File: src/rtl/fifo_wr_arbiter.sv
// fifo_wr_arbiter
//   Shares the write port of one fifo between NUM_REQ producers. Round-robin
//   arbitration in IDLE (one cycle), then the winner owns the port for a burst
//   of up to MAX_BURST accepted beats. Bursts end early on REQ_LAST or when the
//   owner drops REQ_VALID. FIFO_FULL stalls the burst without releasing it.
//
// Ports
//   CLK           clock, rising edge
//   RESET         synchronous reset, active-high
//   REQ_VALID     per-requester beat available
//   REQ_DATA      per-requester data, requester i at [i*FIFO_WIDTH +: FIFO_WIDTH]
//   REQ_LAST      per-requester last-beat flag
//   REQ_READY     per-requester beat accepted this cycle (at most one bit high)
//   FIFO_WR_CMD   write strobe to fifo
//   FIFO_WR_DATA  write data to fifo (0 when no grant)
//   FIFO_FULL     fifo full flag
//   GRANT_VALID   a requester owns the port
//   GRANT_ID      index of the owning requester
module fifo_wr_arbiter #(
    parameter int unsigned NUM_REQ    = 4,
    parameter int unsigned FIFO_WIDTH = 32,
    parameter int unsigned MAX_BURST  = 4
) (
    input  logic                          CLK,
    input  logic                          RESET,
    input  logic [NUM_REQ-1:0]            REQ_VALID,
    input  logic [NUM_REQ*FIFO_WIDTH-1:0] REQ_DATA,
    input  logic [NUM_REQ-1:0]            REQ_LAST,
    output logic [NUM_REQ-1:0]            REQ_READY,
    output logic                          FIFO_WR_CMD,
    output logic [FIFO_WIDTH-1:0]         FIFO_WR_DATA,
    input  logic                          FIFO_FULL,
    output logic                          GRANT_VALID,
    output logic [$clog2(NUM_REQ)-1:0]    GRANT_ID
);

    localparam int unsigned ID_W  = $clog2(NUM_REQ);
    localparam int unsigned CNT_W = $clog2(MAX_BURST + 1);

    typedef enum logic {
        IDLE,
        GRANT
    } state_e;

    state_e            state_q;
    logic [ID_W-1:0]   grant_id_q;
    logic [ID_W-1:0]   last_grant_q;
    logic [CNT_W-1:0]  beat_cnt_q;
    logic [ID_W-1:0]   winner_d;

    assign GRANT_VALID = (state_q == GRANT);
    assign GRANT_ID    = grant_id_q;

    // Round-robin pick: first valid requester after the previous winner.
    // Modulo arithmetic keeps this correct for non-power-of-two NUM_REQ.
    always_comb begin
        logic        found;
        int unsigned idx;
        winner_d = last_grant_q;
        found    = 1'b0;
        for (int unsigned k = 1; k <= NUM_REQ; k++) begin
            idx = (32'(last_grant_q) + k) % NUM_REQ;
            if (!found && REQ_VALID[idx]) begin
                found    = 1'b1;
                winner_d = idx[ID_W-1:0];
            end
        end
    end

    // Datapath is combinational off the registered grant so a beat can be
    // accepted every cycle of the burst.
    always_comb begin
        REQ_READY    = '0;
        FIFO_WR_CMD  = 1'b0;
        FIFO_WR_DATA = '0;
        if (state_q == GRANT) begin
            REQ_READY[grant_id_q] = !FIFO_FULL;
            FIFO_WR_CMD           = REQ_VALID[grant_id_q] & !FIFO_FULL;
            FIFO_WR_DATA          = REQ_DATA[32'(grant_id_q)*FIFO_WIDTH +: FIFO_WIDTH];
        end
    end

    always_ff @(posedge CLK) begin
        if (RESET) begin
            state_q      <= IDLE;
            grant_id_q   <= '0;
            last_grant_q <= ID_W'(NUM_REQ - 1);
            beat_cnt_q   <= '0;
        end else begin
            case (state_q)
                IDLE: begin
                    if (|REQ_VALID) begin
                        grant_id_q   <= winner_d;
                        last_grant_q <= winner_d;
                        beat_cnt_q   <= '0;
                        state_q      <= GRANT;
                    end
                end
                GRANT: begin
                    if (!REQ_VALID[grant_id_q]) begin
                        // Owner withdrew: release without writing.
                        state_q <= IDLE;
                    end else if (FIFO_WR_CMD) begin
                        beat_cnt_q <= beat_cnt_q + CNT_W'(1);
                        if (REQ_LAST[grant_id_q] ||
                            beat_cnt_q == CNT_W'(MAX_BURST - 1)) begin
                            state_q <= IDLE;
                        end
                    end
                    // FIFO_FULL: hold grant and beat count.
                end
                default: state_q <= IDLE;
            endcase
        end
    end

endmodule

File: config.mk
export PLATFORM = sky130hd
export DESIGN_NAME = fifo_wr_arbiter
export DESIGN_NICKNAME = d
export VERILOG_FILES = /design/src/rtl/fifo_wr_arbiter.sv
export SDC_FILE = /design/constraint.sdc
export NUM_CORES = 1
export LEC_CHECK = 0
export BUFFER_PORTS_ARGS = -buffer_cell sky130_fd_sc_hd__buf_2
export CELL_PAD_IN_SITES_DETAIL_PLACEMENT = 1
export CELL_PAD_IN_SITES_GLOBAL_PLACEMENT = 1
export CORE_AREA = 2 2 82 84
export CTS_BUF_LIST = sky130_fd_sc_hd__clkbuf_2
export CTS_CLUSTER_DIAMETER = 100
export CTS_CLUSTER_SIZE = 25
export DETAILED_ROUTE_END_ITERATION = 16
export DIE_AREA = 0 0 84 86
export GPL_TIMING_DRIVEN = 0
export PLACE_DENSITY = 0.84
export SLEW_MARGIN = 20
export SYNTH_ARGS = -nofsm -noshare
export SYNTH_HDL_FRONTEND = slang
export SYNTH_SLANG_ARGS = --single-unit
File: constraint.sdc
create_clock -name CLK -period 3.55 [get_ports CLK]
set_clock_uncertainty 0.15 [all_clocks]
set_input_delay 0.71 -clock CLK [delete_from_list [all_inputs] [get_ports CLK]]
set_output_delay 0.71 -clock CLK [all_outputs]
set_load 0.01 [all_outputs]
==> summary.txt, run 1 <==
Run status
  • Run status: finished, final reports clean

Critical path
  • CP Launch Type: flop
  • Crit Path Category: reg2out
  • CP required: between 2 and 3 ns
  • Arrival time worst endpoint: 1.95 ns
  • Worst Path Max Fanout: 10
  • Worst Setup End Kind: primary output

Global routing
  • Initial antenna violation count: 2
  • Vias in the first global route: approximately 2100
  • Met2 Usage GRT: between 30 and 40%
  • GR Util All Layers: 18.8%
  • GRT met1 Usage: roughly 20%
  • Met3 Use GR: 4.52%
  • GR peak layer: met2
  • Largest net degree at the start of global routing: 11
  • First-pass GRT wire length: 10700 microns
  • Overflow after GRT: 0

Floorplan
  • Top-Level Pins: between 150 and 200
  • Die H: between 80 and 90 microns
  • Rows: 29
  • Core footprint: 6280 sq um
  • Die Span X: approximately 84 microns
  • Initial Util: between 20% and 30%
  • Die area: 7220 sq um

STA
  • Max-slew violation count: 0
  • Final Hold Vio Count: 0
  • Slew of the pin with the lowest slew margin: roughly 0.6 ns
  • Final cycle utilization of the critical path: between 70% and 80%
  • Clock period minus worst slack: 2.81 ns
  • RSZ-0062 raised after global routing: no
  • Setup violators final: 0
  • Fmax: approximately 0.36 GHz
  • PnR worst setup slack: ~0.74 ns
  • Slew headroom: 60.8%
  • Setup tns final: 0 ns
  • Hold slack: 0.348 ns

Finish
  • Area delta synth->final: 64.1%
  • # nets final: between 400 and 500
  • FILL cells: roughly 780
  • Layout cells sized above 1: between 60 and 70%

Drt
  • Post-route ant nets: 0
  • Routed WL: approximately 7000 microns
  • Routed len/inst: around 18 microns
  • TritonRoute pass-1 iters: 4
  • DRC viols: 0
  • Via count: a little under 2000
  • Vias per cell: about 5
  • Initial DRC count: between 40 and 50

Logic synthesis
  • Syn avg cell area: 10.9 sq um
  • Synth Net Count: between 200 and 300
  • Most instantiated cells after synthesis: mux4_2, and2_1, buf_2, dfxtp_1
  • Asr flop ratio synth: 0%
  • Cell Area, Synth: roughly 1600 sq um
  • Yosys top cell area share: a little under half
  • Distinct cells, synth: 31
  • Flops & latches, synth: 8
  • Post-synth top area cell: mux4_2
  • Synthesized instance count: 142
  • Largest cells by area after synthesis: mux4_2, and2_1, dfxtp_1
  • Most common cell in the netlist: mux4_2
  • Synth warn: 0
  • Register area share after synthesis: between 10% and 20%
  • EDFF count, synth: 0
  • Top_reg_cell synth: dfxtp_1

Place
  • Pre-CTS setup slack: 0.937 ns
  • Routability cong.: 0.861
  • IO Port Bufs: ~180
  • DP HPWL: between 6000 and 7000 microns

CTS
  • Setup Buffers After CTS: 0
  • CTS root buffer: clkbuf_2
  • Clock tree buffer depth: 2
  • Post-CTS sizing: 0
  • Reg clk slew, reported paths: 0.08 ns
  • CTS buffer count: 3
  • Cts-stage hold buffer count: 0
  • Clock sink count: 8
  • CTS tree: done
  • Worst skew pair latency: about 0.25 ns
  • H-tree lvl count: 1

Power
  • P_leak: 1.29 nW
  • Peak VDD IR: about 0.15 mV
  • Overall power: around 580 uW
  • Pwr/cell area: 227 nW/um^2

Run
  • MaxCap Viol Count: 0

Hold path
  • Type of the worst min-delay path: reg2reg
[cells by family (layout without fill, tap and decap cells)]
group	Yosys count	after routing	synth area share [%]
flops	8	8	10.3
simple gates	58	58	23.3
mux	34	34	48.6
compound gates	19	19	9.44
fa+ha+maj	2	2	1.61
other cells	0	1	0
buf+inv	21	200	6.69
[registers in the layout, indices dropped and copies added, names as in the netlist]
name	flops
beat_cnt_q	3
GRANT_VALID	1
last_grant_q	2
GRANT_ID	2
[worst max-delay path: stages, from the launching register on]
cell and delay [ns]:
dfxtp_1 0.36, buf_2 0.17, buf_2 0.32, mux4_2 0.55, and2_1 0.17, buf_2 0.14
[final timing paths]
| path | startpoint | end | slack, ns | cells after the start |
|---|---|---|---|---|
| max | GRANT_ID[0] | FIFO_WR_DATA[27] | 0.74 | 5 |
| min | beat_cnt_q[0] | beat_cnt_q[0] | 0.35 | 1 |
| max reg2reg | GRANT_ID[0] | beat_cnt_q[1] | 1.76 | 6 |
| min reg2reg | beat_cnt_q[0] | beat_cnt_q[0] | 0.35 | 1 |
[placed cells by master (no fill, tap or decap), drive strengths merged, types with 3 or more instances in the layout]
master / synthesis / final
nor3b: 3 / 3
a21oi: 6 / 6
and2: 32 / 32
mux4: 33 / 33
inv: 5 / 5
buf: 12 / 188
nor2b: 3 / 3
clkbuf: 4 / 7
nand2: 6 / 6
o21ai: 4 / 4
nand4b: 3 / 3
dfxtp: 8 / 8
[cell type report]
type	instances	area, sq um	share of cell area, %
diodes	1	2.50	0.0983
plain buffers	16	85.1	3.34
clock buffers	3	15.0	0.590
inverters	5	18.8	0.737
multi-input cells	113	1290	50.6
flip-flops and latches	8	160	6.29
well taps	77	96.3	3.78
repair buffers	176	881	34.6
[layer usage]
layer  vias up  share of wire (%)
met1       945                 36
met2        89                 56
met5         -               0.18
met3        15                7.0
met4         2                1.7
li1        923                  -
[where the power goes]
part	internal (mW)	switching, mW
logic	0.236	0.175
clock network	0.0230	0.0346
registers	0.0976	0.0107
[per-stage QoR]
| stage | std cells | instance area (sq um) | util (%) |
|---|---|---|---|
| 6_report | 399 | 2550 | 40.6 |
| 5_1_grt | 398 | 2540 | 40.5 |
| 4_1_cts | 398 | 2540 | 40.5 |
| 3_5_place_dp | 395 | 2530 | 40.3 |
| 3_3_place_gp | 395 | 2530 | 40.3 |
| 2_1_floorplan | 142 | 1550 | - |
No activity file was read; power rests on OpenSTA's default activity.
==> run 2, diff against run 1 <==
--- a/config.mk
+++ b/config.mk
@@ -5,17 +5,18 @@
 export SDC_FILE = /design/constraint.sdc
 export NUM_CORES = 1
 export LEC_CHECK = 0
+export ABC_AREA = 1
 export BUFFER_PORTS_ARGS = -buffer_cell sky130_fd_sc_hd__buf_2
 export CELL_PAD_IN_SITES_DETAIL_PLACEMENT = 1
 export CELL_PAD_IN_SITES_GLOBAL_PLACEMENT = 1
-export CORE_AREA = 2 2 82 84
+export CORE_AREA = 2 2 90 92
 export CTS_BUF_LIST = sky130_fd_sc_hd__clkbuf_2
 export CTS_CLUSTER_DIAMETER = 100
 export CTS_CLUSTER_SIZE = 25
 export DETAILED_ROUTE_END_ITERATION = 16
-export DIE_AREA = 0 0 84 86
+export DIE_AREA = 0 0 92 94
 export GPL_TIMING_DRIVEN = 0
-export PLACE_DENSITY = 0.84
+export PLACE_DENSITY = 0.76
 export SLEW_MARGIN = 20
 export SYNTH_ARGS = -nofsm -noshare
 export SYNTH_HDL_FRONTEND = slang
==> constraint.sdc (replaced) <==
create_clock -name CLK -period 2.7 [get_ports CLK]
set_clock_uncertainty 0.15 [all_clocks]
set_input_delay 0.54 -clock CLK [delete_from_list [all_inputs] [get_ports CLK]]
set_output_delay 0.54 -clock CLK [all_outputs]
set_load 0.01 [all_outputs]
==> summary.txt, run 2 <==
Run status
  • Run status: finished, final reports clean

STA
  • PnR worst setup slack: about 0.23 ns
  • Setup tns final: 0 ns
  • RSZ-0062 raised after global routing: no
  • Hold slack: ~0.33 ns
  • Final cycle utilization of the critical path: between 90% and 100%
  • Slew headroom: 66.5%
  • Fmax: a little over 0.4 GHz
  • Max-slew violation count: 0
  • Clock period minus worst slack: ~2.5 ns
  • Slew of the pin with the lowest slew margin: between 0.5 and 0.6 ns
  • Setup violators final: 0
  • Final Hold Vio Count: 0

Logic synthesis
  • Synth warn: 0
  • Flops & latches, synth: 8
  • Yosys top cell area share: 34.2%
  • Post-synth top area cell: a22oi_1
  • Most instantiated cells after synthesis: a22oi_1, nand2_1, a21oi_1
  • Most common cell in the netlist: a22oi_1
  • Cell Area, Synth: between 1000 and 1500 sq um
  • Register area share after synthesis: between 10 and 15%
  • Top_reg_cell synth: dfxtp_1
  • Distinct cells, synth: 25
  • Synth Net Count: ~370
  • EDFF count, synth: 0
  • Asr flop ratio synth: 0%
  • Syn avg cell area: approximately 6.2 sq um
  • Largest cells by area after synthesis: a22oi_1, a21oi_1, nand2_1
  • Synthesized instance count: 226

Power
  • Pwr/cell area: ~670 nW/um^2
  • Overall power: about 1.6 mW
  • Peak VDD IR: around 0.40 mV
  • P_leak: 1.34 nW

Finish
  • Largest register FFs: 3
  • Commonest non-fill, non-tap cell in the layout: buf_2
  • Layout Cells excl Fill: around 510
  • Layout cells sized above 1: a little over half
  • Diode count: 0
  • FILL cells: about 1100
  • Commonest cells after routing, fill and taps aside: buf_2, a22oi_1, nand2_1, a21oi_1, inv_1
  • Post-route cell area: roughly 2400 sq um
  • Area delta synth->final: 73.8%
  • Reg with most FFs: beat_cnt_q
  • Final Util: about a third
  • Register area: between 150 and 200 sq um
  • # nets final: approximately 550
  • Multi-input gate area in the final layout: around 1100 sq um

CTS
  • Reg clk slew, reported paths: roughly 0.09 ns
  • CTS tree: done
  • H-tree lvl count: 1
  • Worst skew pair latency: 0.25 ns
  • Clock tree buffer depth: 2
  • CTS buffer count: 3
  • Clock sink count: 8
  • Setup Buffers After CTS: 0
  • CTS root buffer: clkbuf_2

Global routing
  • Initial antenna violation count: 0
  • Largest net degree at the start of global routing: 11
  • Overflow after GRT: 0
  • First-pass GRT wire length: 12000 microns
  • GR peak layer: met2
  • Vias in the first global route: around 2400
  • GRT met1 Usage: a little over 20%
  • GR Util All Layers: 16.9%
  • Met3 Use GR: under 10%
  • Met2 Usage GRT: between 30 and 40%

Critical path
  • Reg2reg start: GRANT_ID[1]
  • Worst Path Max Fanout: 10
  • CP Cell Sequence: inv_2, nor2_4, clkbuf_2, a22oi_1, a21oi_1, buf_2
  • Worst path slowest cell: dfxtp_1
  • WP buf/inv: 3
  • CP Launch Type: flop
  • Largest delay share family, worst path: buffers and inverters
  • Origin of the worst setup path: GRANT_ID[1]
  • Worst path max stage delay: ~0.45 ns
  • CP required: between 2 and 2.5 ns
  • Arrival time worst endpoint: roughly 1.8 ns
  • Worst Setup End Kind: primary output
  • Crit Path Category: reg2out

Drt
  • Routed len/inst: 15.8 microns
  • Via count: 2421
  • TritonRoute pass-1 iters: 4
  • Routed WL: around 8000 microns
  • DRC viols: 0
  • Post-route ant nets: 0
  • Vias per cell: around 4.8
  • Initial DRC count: 64

Floorplan
  • Die H: around 94 microns
  • Initial Util: a little under a fifth
  • Die Span X: between 90 and 100 microns
  • Die area: 8650 sq um
  • Top-Level Pins: about 180
  • Core footprint: approximately 7600 sq um
  • Rows: 32

Place
  • Pre-CTS setup slack: about 0.34 ns
  • Routability cong.: approximately 0.8
  • IO Port Bufs: ~180
  • Cells after DPL: 505
  • Area after DPL: between 2000 and 2500 sq um
  • DP HPWL: 6690 microns

Hold path
  • Hold path startpoint: beat_cnt_q[2]
  • Type of the worst min-delay path: reg2reg

Run
  • MaxCap Viol Count: 0
[run 2: metal layers]
metal,part of all wire [%],vias up
met4,0.30,0
met5,0,-
met1,41,1134
met2,53,84
li1,-,1200
met3,5.6,3
[run 2: worst paths after layout]
check                      to  slack, ns  depth (start not counted)
min reg2reg     beat_cnt_q[2]       0.33                          2
max reg2reg     beat_cnt_q[1]       1.06                          9
max          FIFO_WR_DATA[23]       0.23                          6
min             beat_cnt_q[2]       0.33                          2
[run 2: worst register-to-register path: cells and delay by family, from the launching register on]
| family | cells | cell delay [ns] |
|---|---|---|
| compound gates | 2 | 0.19 |
| buf+inv | 1 | 0.08 |
| flops | 1 | 0.45 |
| simple gates | 6 | 0.67 |
[run 2: layout make-up]
cell class	count	area share [%]
multi-input combinational	183	44.8
timing repair buffer	177	36.2
sequential	8	6.60
tap	102	5.22
buffer	17	3.53
inverter	18	3.02
clock buffer	3	0.614
[run 2: kinds of logic (layout without fill, tap and decap cells)]
family | after synthesis | count (layout) | share of synthesized area [%]
AOI/OAI and AO/OA | 112 | 112 | 52.3
and+or+nand+nor | 69 | 69 | 23.4
buffers and inverters | 35 | 215 | 11.1
DFF | 8 | 8 | 11.4
adders and majority gates | 2 | 2 | 1.78
[run 2: report_power, final]
part	switching [mW]	leakage, nW	internal, mW
registers	0.0446	0.0662	0.147
clock network	0.0465	0.0125	0.0303
logic	0.839	1.26	0.542
[run 2: what timing repair did]
item / in CTS / in global routing
resized for setup: 0 / 7
hold buffers: 0 / 0
setup endpoints to repair: 0 / 15
